$ cat src/rtl/overlay_pkg.sv
// Shared definitions for the overlay blocks: pixel width, emblem sequencer
// state encoding and the per-channel fade function.
package overlay_pkg;

    localparam int unsigned RGB_W = 6;

    typedef enum logic [1:0] {
        EmIdle    = 2'd0,
        EmFadeIn  = 2'd1,
        EmHold    = 2'd2,
        EmFadeOut = 2'd3
    } emblem_state_t;

    // Clamp every 2-bit colour channel to the fade level.
    function automatic logic [RGB_W-1:0] rgb_fade(input logic [RGB_W-1:0] rgb,
                                                  input logic [1:0]       level);
        logic [RGB_W-1:0] res;
        res = '0;
        for (int i = 0; i < int'(RGB_W / 2); i++) begin
            res[2*i +: 2] = (rgb[2*i +: 2] > level) ? level : rgb[2*i +: 2];
        end
        return res;
    endfunction

endpackage

$ cat src/rtl/emblem_bounce.sv
// Horizontal bounce offset for the emblem: off_x walks by BOUNCE_STEP each
// enabled frame, clamping at +/-BOUNCE_LIMIT and reversing direction there.
module emblem_bounce #(
    parameter int unsigned BOUNCE_LIMIT = 64,
    parameter int unsigned BOUNCE_STEP  = 2
) (
    input  logic              clk,
    input  logic              rst_n,
    input  logic              en,
    input  logic              clr,
    output logic signed [8:0] off_x
);

    logic signed [8:0]  off_q, off_d;
    logic               dir_q, dir_d;   // 0: moving right (+), 1: moving left (-)
    logic signed [10:0] lim, neg_lim, step, cur, nxt;

    // Next offset with clamp; arithmetic is widened so the overshoot is visible.
    always_comb begin
        lim     = $signed(11'(BOUNCE_LIMIT));
        neg_lim = -lim;
        step    = $signed(11'(BOUNCE_STEP));
        cur     = $signed({{2{off_q[8]}}, off_q});
        nxt     = dir_q ? (cur - step) : (cur + step);
        off_d   = off_q;
        dir_d   = dir_q;
        if (clr) begin
            off_d = '0;
            dir_d = 1'b0;
        end else if (en) begin
            if (nxt > lim) begin
                off_d = lim[8:0];
                dir_d = ~dir_q;
            end else if (nxt < neg_lim) begin
                off_d = neg_lim[8:0];
                dir_d = ~dir_q;
            end else begin
                off_d = nxt[8:0];
            end
        end
    end

    // Offset/direction state.
    always_ff @(posedge clk or negedge rst_n) begin
        if (!rst_n) begin
            off_q <= '0;
            dir_q <= 1'b0;
        end else begin
            off_q <= off_d;
            dir_q <= dir_d;
        end
    end

    assign off_x = off_q;

endmodule

$ cat src/rtl/emblem_ctrl.sv
// Per-frame fade/hold sequencer for the shield emblem overlay. Translates beam
// coordinates for the emblem generator and mixes its output over the
// background into a registered pixel. All sequencing happens on frame_start.
// Define EMBLEM_CTRL_BOUNCE_EN to enable the horizontal bounce during HOLD.
module emblem_ctrl
    import overlay_pkg::*;
#(
    parameter int unsigned FADE_FRAMES  = 8,
    parameter int unsigned HOLD_FRAMES  = 240,
    parameter int unsigned BOUNCE_LIMIT = 64,
    parameter int unsigned BOUNCE_STEP  = 2
) (
    input  logic             clk,
    input  logic             rst_n,
    input  logic             frame_start,
    input  logic             trigger,
    input  logic [9:0]       x,
    input  logic [9:0]       y,
    input  logic             active,
    input  logic [RGB_W-1:0] bg_rgb,
    output logic [9:0]       em_x,
    output logic [9:0]       em_y,
    output logic             em_active,
    input  logic             em_draw,
    input  logic [RGB_W-1:0] em_rgb,
    output logic [RGB_W-1:0] pix_rgb,
    output logic             busy,
    output logic [1:0]       level
);

    localparam logic [1:0] StIdle    = 2'(EmIdle);
    localparam logic [1:0] StFadeIn  = 2'(EmFadeIn);
    localparam logic [1:0] StHold    = 2'(EmHold);
    localparam logic [1:0] StFadeOut = 2'(EmFadeOut);

    localparam logic [7:0] FadeLast = 8'(FADE_FRAMES - 1);
    localparam logic [7:0] HoldLast = 8'(HOLD_FRAMES - 1);

    logic [1:0]       state_q, state_d;
    logic [1:0]       level_q, level_d;
    logic [7:0]       cnt_q, cnt_d;
    logic             pend_q, pend_d, pend_eff;
    logic [RGB_W-1:0] pix_q, pix_d;
    logic             busy_q;
    logic signed [8:0] off_x;

    // Sequencer next state; a trigger in the same cycle counts as pending.
    always_comb begin
        pend_eff = pend_q | trigger;
        state_d  = state_q;
        level_d  = level_q;
        cnt_d    = cnt_q;
        pend_d   = pend_eff;
        if (frame_start) begin
            case (state_q)
                StIdle: begin
                    if (pend_eff) begin
                        state_d = StFadeIn;
                        level_d = 2'd1;
                        cnt_d   = '0;
                        pend_d  = 1'b0;
                    end
                end
                StFadeIn: begin
                    if (cnt_q == FadeLast) begin
                        cnt_d = '0;
                        if (level_q == 2'd3) begin
                            state_d = StHold;
                        end else begin
                            level_d = level_q + 2'd1;
                        end
                    end else begin
                        cnt_d = cnt_q + 8'd1;
                    end
                end
                StHold: begin
                    if (cnt_q == HoldLast) begin
                        state_d = StFadeOut;
                        cnt_d   = '0;
                    end else begin
                        cnt_d = cnt_q + 8'd1;
                    end
                end
                default: begin
                    // Retrigger resumes fading in from the current level.
                    if (pend_eff) begin
                        state_d = StFadeIn;
                        cnt_d   = '0;
                        pend_d  = 1'b0;
                    end else if (cnt_q == FadeLast) begin
                        cnt_d   = '0;
                        level_d = level_q - 2'd1;
                        if (level_q == 2'd1) begin
                            state_d = StIdle;
                        end
                    end else begin
                        cnt_d = cnt_q + 8'd1;
                    end
                end
            endcase
        end
    end

    // Fade-and-mix of the generator output over the background.
    always_comb begin
        pix_d = '0;
        if (active) begin
            pix_d = (em_draw && (level_q != 2'd0)) ? rgb_fade(em_rgb, level_q) : bg_rgb;
        end
    end

    // Sequencer and output registers.
    always_ff @(posedge clk or negedge rst_n) begin
        if (!rst_n) begin
            state_q <= StIdle;
            level_q <= 2'd0;
            cnt_q   <= '0;
            pend_q  <= 1'b0;
            pix_q   <= '0;
            busy_q  <= 1'b0;
        end else begin
            state_q <= state_d;
            level_q <= level_d;
            cnt_q   <= cnt_d;
            pend_q  <= pend_d;
            pix_q   <= pix_d;
            busy_q  <= (state_d != StIdle);
        end
    end

`ifdef EMBLEM_CTRL_BOUNCE_EN
    logic bounce_en, bounce_clr;

    assign bounce_en  = frame_start && (state_q == StHold);
    assign bounce_clr = frame_start && (state_q != StIdle) && (state_d == StIdle);

    emblem_bounce #(
        .BOUNCE_LIMIT (BOUNCE_LIMIT),
        .BOUNCE_STEP  (BOUNCE_STEP)
    ) u_bounce (
        .clk   (clk),
        .rst_n (rst_n),
        .en    (bounce_en),
        .clr   (bounce_clr),
        .off_x (off_x)
    );
`else
    assign off_x = '0;
`endif

    assign em_x      = x - {off_x[8], off_x};
    assign em_y      = y;
    assign em_active = active && (level_q != 2'd0);
    assign pix_rgb   = pix_q;
    assign busy      = busy_q;
    assign level     = level_q;

endmodule

$ cat config.mk
export PLATFORM = sky130hd
export DESIGN_NAME = emblem_ctrl
export DESIGN_NICKNAME = d
export VERILOG_FILES = /design/src/rtl/overlay_pkg.sv /design/src/rtl/emblem_bounce.sv /design/src/rtl/emblem_ctrl.sv
export SDC_FILE = /design/constraint.sdc
export NUM_CORES = 1
export LEC_CHECK = 0
export CAP_MARGIN = 20
export CORE_ASPECT_RATIO = 2
export CORE_UTILIZATION = 39
export CTS_CLUSTER_SIZE = 30
export DETAILED_ROUTE_END_ITERATION = 12
export PLACE_DENSITY_LB_ADDON = 0.2
export SLEW_MARGIN = 20
export SYNTH_ARGS = -nofsm -noshare
export SYNTH_HDL_FRONTEND = slang
export SYNTH_SLANG_ARGS = --single-unit
$ cat constraint.sdc
create_clock -name clk -period 1.9 [get_ports clk]
set_input_delay 0.38 -clock clk [delete_from_list [all_inputs] [get_ports clk]]
set_output_delay 0.38 -clock clk [all_outputs]
set_load 0.01 [all_outputs]
* Word-level counts from Yosys, hierarchy flattened
Cells that the tools add are included.
** Word-level totals
- Logic and storage cells :: 60
- Register bits :: 20
** Operators by class
- Eq/ne operators :: 10
- Add/sub/neg operators :: 3
- Reduce and logical (&&, ||, !) cells :: 9
- Muxes and demuxes :: 27
- Bitwise operators :: 2
- Magnitude comparators :: 3
** Operator list (count)
- $mux 2 :: 16
- $mux 8 :: 4
- $pmux 8 s3 :: 1
- $mux 6 :: 2
- $pmux 2 s3 :: 2
- $add 8x1->8 const B :: 1
- $eq 8x3->1 const B :: 1
- $eq 8x8->1 const B :: 1
- $reduce_and 7->1 :: 1
- $gt 2x2->1 :: 3
- $ne 2x2->1 const B :: 3
- $reduce_bool 2->1 :: 3
- $eq 2x1->1 const B :: 2
- $eq 2x2->1 const B :: 2
- $ne 3x1->1 const B :: 1
- $add 2x1->2 const B :: 1
- $logic_and 1x1->1 :: 2
- $logic_not 2->1 :: 1
- $mux 1 :: 2
- $reduce_and 2->1 :: 1
- $reduce_or 2->1 :: 1
- $sub 2x1->2 const B :: 1
- $not 1->1 :: 1
- $or 1x1->1 :: 1

* Depth between registers and ports, before layout
- Depth after elaboration :: 7
- Depth in mapped cells :: 7
- Depth with buffers taken out :: 6

* Worst setup path after synthesis
No wires, ideal clock.
- Kind :: register -> register
- Start point :: register state_q[0]
- End point :: register level_q[0], in the netlist level[0]
- Arrival :: 1.738 ns
- Path buffers :: 1
- Library setup time :: 0.099 ns
- Period minus slack after synthesis :: 1.838 ns
- Setup slack :: 0.062 ns
- Stages on the path, launching flop included :: 8
- Cell sequence :: dfrtp_1 > inv_1 > ha_1 > or3b_2 > nand2_1 > buf_4 > nor3_1 > a311oi_1
** On the way
- Word-level cells in the longest chain between the ends :: 3
- Elaborated cells on any way between the ends :: 10
- Classes of those cells :: eq/ne (6); mux (1); bitwise (1); reduce/logical (2)
** RTL lines
- from (decl) :: line emblem_ctrl.sv:39 : logic [1:0] state_q, state_d;
- from (signal assigned) :: line emblem_ctrl.sv:115 : state_q <= StIdle;
- from (signal assigned) :: line emblem_ctrl.sv:122 : state_q <= state_d;
- $eq 2x1->1 (tied with other cells) :: line emblem_ctrl.sv:55 : case (state_q)
- $ne 3x1->1 (no line) (tied with other cells)
- $reduce_and 7->1 (no line)
- to (signal assigned) :: line emblem_ctrl.sv:123 : level_q <= level_d;
- to (decl) :: line emblem_ctrl.sv:40 : logic [1:0] level_q, level_d;
Several ways; a longest one is shown, not always the timed one.
A chain may end at the register's enable or synchronous reset.

* Worst setup path after layout
- Start point :: register cnt_q[5]
- End point :: register level_q[1], in the netlist level[1]
** On the way
- Word-level cells in the longest chain between the ends :: 3
- Elaborated cells on any way between the ends :: 4
- Classes of those cells :: eq/ne (2); reduce/logical (2)
** RTL lines
- from (decl) :: line emblem_ctrl.sv:41 : logic [7:0] cnt_q, cnt_d;
- from (signal assigned) :: line emblem_ctrl.sv:124 : cnt_q <= cnt_d;
- $eq 8x3->1 (*) :: line emblem_ctrl.sv:65, emblem_ctrl.sv:90
- $ne 2x2->1 (no line) or $reduce_bool 2->1 (tied branches)
- $reduce_and 7->1 (no line) (*)
Mark *: on every way between the ends. The rest lies on a longest branch, timed or not.

==> impl_metrics.sql <==
INSERT INTO impl_metrics (metric_group, metric, value, unit) VALUES
('cells_and_area', 'final_common_cell', 'sky130_fd_sc_hd__buf_4', ''),
('grt', 'grt_first_pass_wirelength', '7.32', 'mm'),
('cells_and_area', 'layoutNonFillerInstCount', '290', ''),
('floorplanning', 'die_h', '95.1', 'µm'),
('route', 'via_per_inst', '5.63', ''),
('cts', 'tritoncts', 'built', ''),
('floorplanning', 'design.portCount', '68', ''),
('grt', 'grt_max_degree', '21', ''),
('power_and_ir_drop', 'report.power.total', '1.57', 'mW'),
('cts', 'clock_transition_time_at_the_flip_flop_clock_pins_of_the_worst_setup_and_hold_paths', '0.08', 'ns'),
('grt', 'track_usage', '20.5', '%'),
('synth', 'synthCells', '197', ''),
('power_and_ir_drop', 'power.share.switching', '35.2', '%'),
('timing', 'fin_ws', '0.0828', 'ns'),
('timing', 'min_period_over_period', '95.6', '%'),
('timing', 'slew_headroom', '71.9', '%'),
('synth', 'postSynthNetCount', '252', ''),
('critical_path', 'worst-setup-path-type', 'reg2reg', ''),
('route', 'wire_per_inst', '15.9', 'µm'),
('floorplanning', 'die_width', '48.6', 'µm'),
('cts', 'clock_latency', '0.26', 'ns'),
('cells_and_area', 'multi_input_gate_area_in_the_final_layout', '986', 'µm²'),
('critical_path', 'worstPathRequired', '2.08', 'ns'),
('synth', 'postSynth.asyncResetShare', '100', '%'),
('min_path', 'min-delay-path-class', 'in2async', ''),
('cts', 'cts_sinks', '20', ''),
('timing', 'setup_total_negative_slack', '0', 'ns'),
('cells_and_area', 'num_antenna_cells', '0', ''),
('synth', 'synth_top_area_share', '29.6', '%'),
('floorplanning', 'rows', '33', ''),
('synth', 'synth.top_cells.by_area', 'sky130_fd_sc_hd__dfrtp_1 (30%), sky130_fd_sc_hd__ha_1 (13%), sky130_fd_sc_hd__buf_4 (9.3%)', ''),
('synth', 'ys.warnings.count', '0', ''),
('power_and_ir_drop', 'power_frac_clock', '20.9', '%'),
('power_and_ir_drop', 'total_switching_power', '0.554', 'mW'),
('synth', 'mappedNetlistArea', '1690', 'µm²'),
('place', 'place.detailed.instances', '279', ''),
('cells_and_area', 'most_frequent_cells_in_the_layout', 'sky130_fd_sc_hd__buf_4 (33), sky130_fd_sc_hd__clkdlybuf4s50_1 (26), sky130_fd_sc_hd__nand2_1 (19), sky130_fd_sc_hd__dfrtp_1 (19), sky130_fd_sc_hd__inv_1 (16)', ''),
('power_and_ir_drop', 'pwr-share-comb', '41.0', '%'),
('timing', 'final_max_slew_viol_count', '0', ''),
('cells_and_area', 'register_area', '502', 'µm²'),
('cells_and_area', 'num-nets-final', '294', ''),
('cts', 'cts.root.buffer_cell', 'sky130_fd_sc_hd__clkbuf_8', ''),
('synth', 'yosys.cell_types.count', '44', ''),
('cts', 'cts.hold.buffers_added', '0', ''),
('grt', 'remaining_overflow_grt', '0', ''),
('place', 'io_buffer_count', '27', ''),
('critical_path', 'critical_path.max_fanout', '4', ''),
('run_status', 'outcome', 'completed', ''),
('timing', 'finalCriticalPeriod', '1.82', 'ns'),
('route', 'detailed_routing_iterations_pass_1', '4', ''),
('cells_and_area', 'n_fill_cell', '377', ''),
('route', 'routed_wl', '4.62', 'mm'),
('critical_path', 'worst_setup_path_end_kind', 'register', ''),
('place', 'preCtsSetupSlack', '-0.218', 'ns'),
('cts', 'number_of_buffers_on_the_longest_clock_path', '2', ''),
('grt', 'grt_antenna_before_repair', '0', ''),
('timing', 'timing.final.hold_violations', '0', ''),
('cells_and_area', 'post-route-util', '52.9', '%'),
('synth', 'synth.avg_cell_area', '8.59', 'µm²'),
('route', 'dr_total_vias', '1633', ''),
('route', 'residual_drc', '0', ''),
('place', 'gp_congestion', '0.815', ''),
('cells_and_area', 'synthToLayoutAreaGrowth', '29.1', '%'),
('timing', 'fmax', '0.550', 'GHz'),
('run', 'count_of_maximum_capacitance_violations', '0', ''),
('route', 'number_of_drc_markers_after_the_initial_detailed_route_iteration', '76', ''),
('power_and_ir_drop', 'cellLeakagePower', '0.994', 'nW'),
('synth', 'synth.yosys.seq_area_share', '29.6', '%'),
('synth', 'synth_largest_area_cell', 'sky130_fd_sc_hd__dfrtp_1', ''),
('route', 'route.antenna.remaining_nets', '0', ''),
('floorplanning', 'design.die.area', '4620', 'µm²');
logic make-up (layout without fill, tap and decap cells):
| logic type | Yosys count | count (layout) | share of synthesized area (%) |
|---|---|---|---|
| and+or+nand+nor | 64 | 64 | 20.0 |
| buffers and inverters | 39 | 80 | 13.3 |
| DFF | 20 | 20 | 29.6 |
| muxes | 3 | 3 | 1.78 |
| adders and majority gates | 17 | 17 | 12.6 |
| AOI/OAI and AO/OA | 54 | 54 | 22.7 |
critical path, cell delays in order (launching register included):
cell and delay [ns]:
sky130_fd_sc_hd__dfrtp_1 0.39, sky130_fd_sc_hd__or3_1 0.40, sky130_fd_sc_hd__o31a_1 0.36, sky130_fd_sc_hd__or4_1 0.48, sky130_fd_sc_hd__o22ai_1 0.11
metrics by stage:
stage	hold WS (ns)	area (µm²)
2_1_floorplan	0.0844	1690
3_3_place_gp	0.492	2060
3_5_place_dp	0.496	2060
4_1_cts	0.474	2130
5_1_grt	0.484	2180
6_report	0.461	2180
timing repair:
| item | in CTS | in global routing |
|---|---|---|
| pin swaps | 0 | 2 |
| setup buffers | 2 | 5 |
| endpoints found under the setup margin | 1 | 10 |
| gates resized for setup | 2 | 5 |
Yosys cell counts, drive strengths merged, types with 3 or more instances:
master	n
a21oi	9
ha	17
nand2	20
mux2i	3
nor2	12
nor2b	5
o21ai	12
o221ai	3
dfrtp	20
o211ai	3
a311oi	3
o2111ai	3
nand2b	5
inv	16
nor3	6
nand3	3
buf	21
cell type report:
class	instances	area share [%]
inverters	16	2.75
well taps	52	2.98
multi-input cells	138	45.1
flip-flops and latches	20	23.0
repair buffers	60	23.7
clock buffers	4	2.52
registers in the layout, indices dropped and copies added, names as in the netlist:
signal and cells:
state_q 2, level 2, pix_rgb 6, pend_q 1, cnt_q 8, busy 1
final timing paths:
path,start,end,slack (ns),depth (start not counted)
setup / recovery,cnt_q[5]$_DFFE_PN0P_,level[1]$_DFFE_PN0P_,0.08,4
hold / removal,rst_n,pix_rgb[0]$_DFF_PN0_,0.46,2
setup reg to reg,cnt_q[5]$_DFFE_PN0P_,level[1]$_DFFE_PN0P_,0.08,4
hold reg to reg,cnt_q[1]$_DFFE_PN0P_,cnt_q[1]$_DFFE_PN0P_,0.55,2
max in group asynchronous,rst_n,level[1]$_DFFE_PN0P_,1.21,2
min in group clk,cnt_q[1]$_DFFE_PN0P_,cnt_q[1]$_DFFE_PN0P_,0.55,2
layer usage:
layer	part of all wire, %	global-route usage, %	wire, µm
met5	0	0	0
met4	3.3	10.0	152
met3	4.7	3.51	219
met2	56	43.5	2610
met1	36	17.6	1640
power groups by stage:
stage | registers, mW | clock network (mW) | logic (mW)
after floorplan | 0.616 | 0 | 0.366
after global placement | 0.600 | 0 | 0.598
after CTS | 0.593 | 0.332 | 0.638
after global routing | 0.613 | 0.350 | 0.722
after detailed placement | 0.608 | 0 | 0.621
final | 0.599 | 0.328 | 0.646
Note: power is estimated with default switching activity, not from simulation.
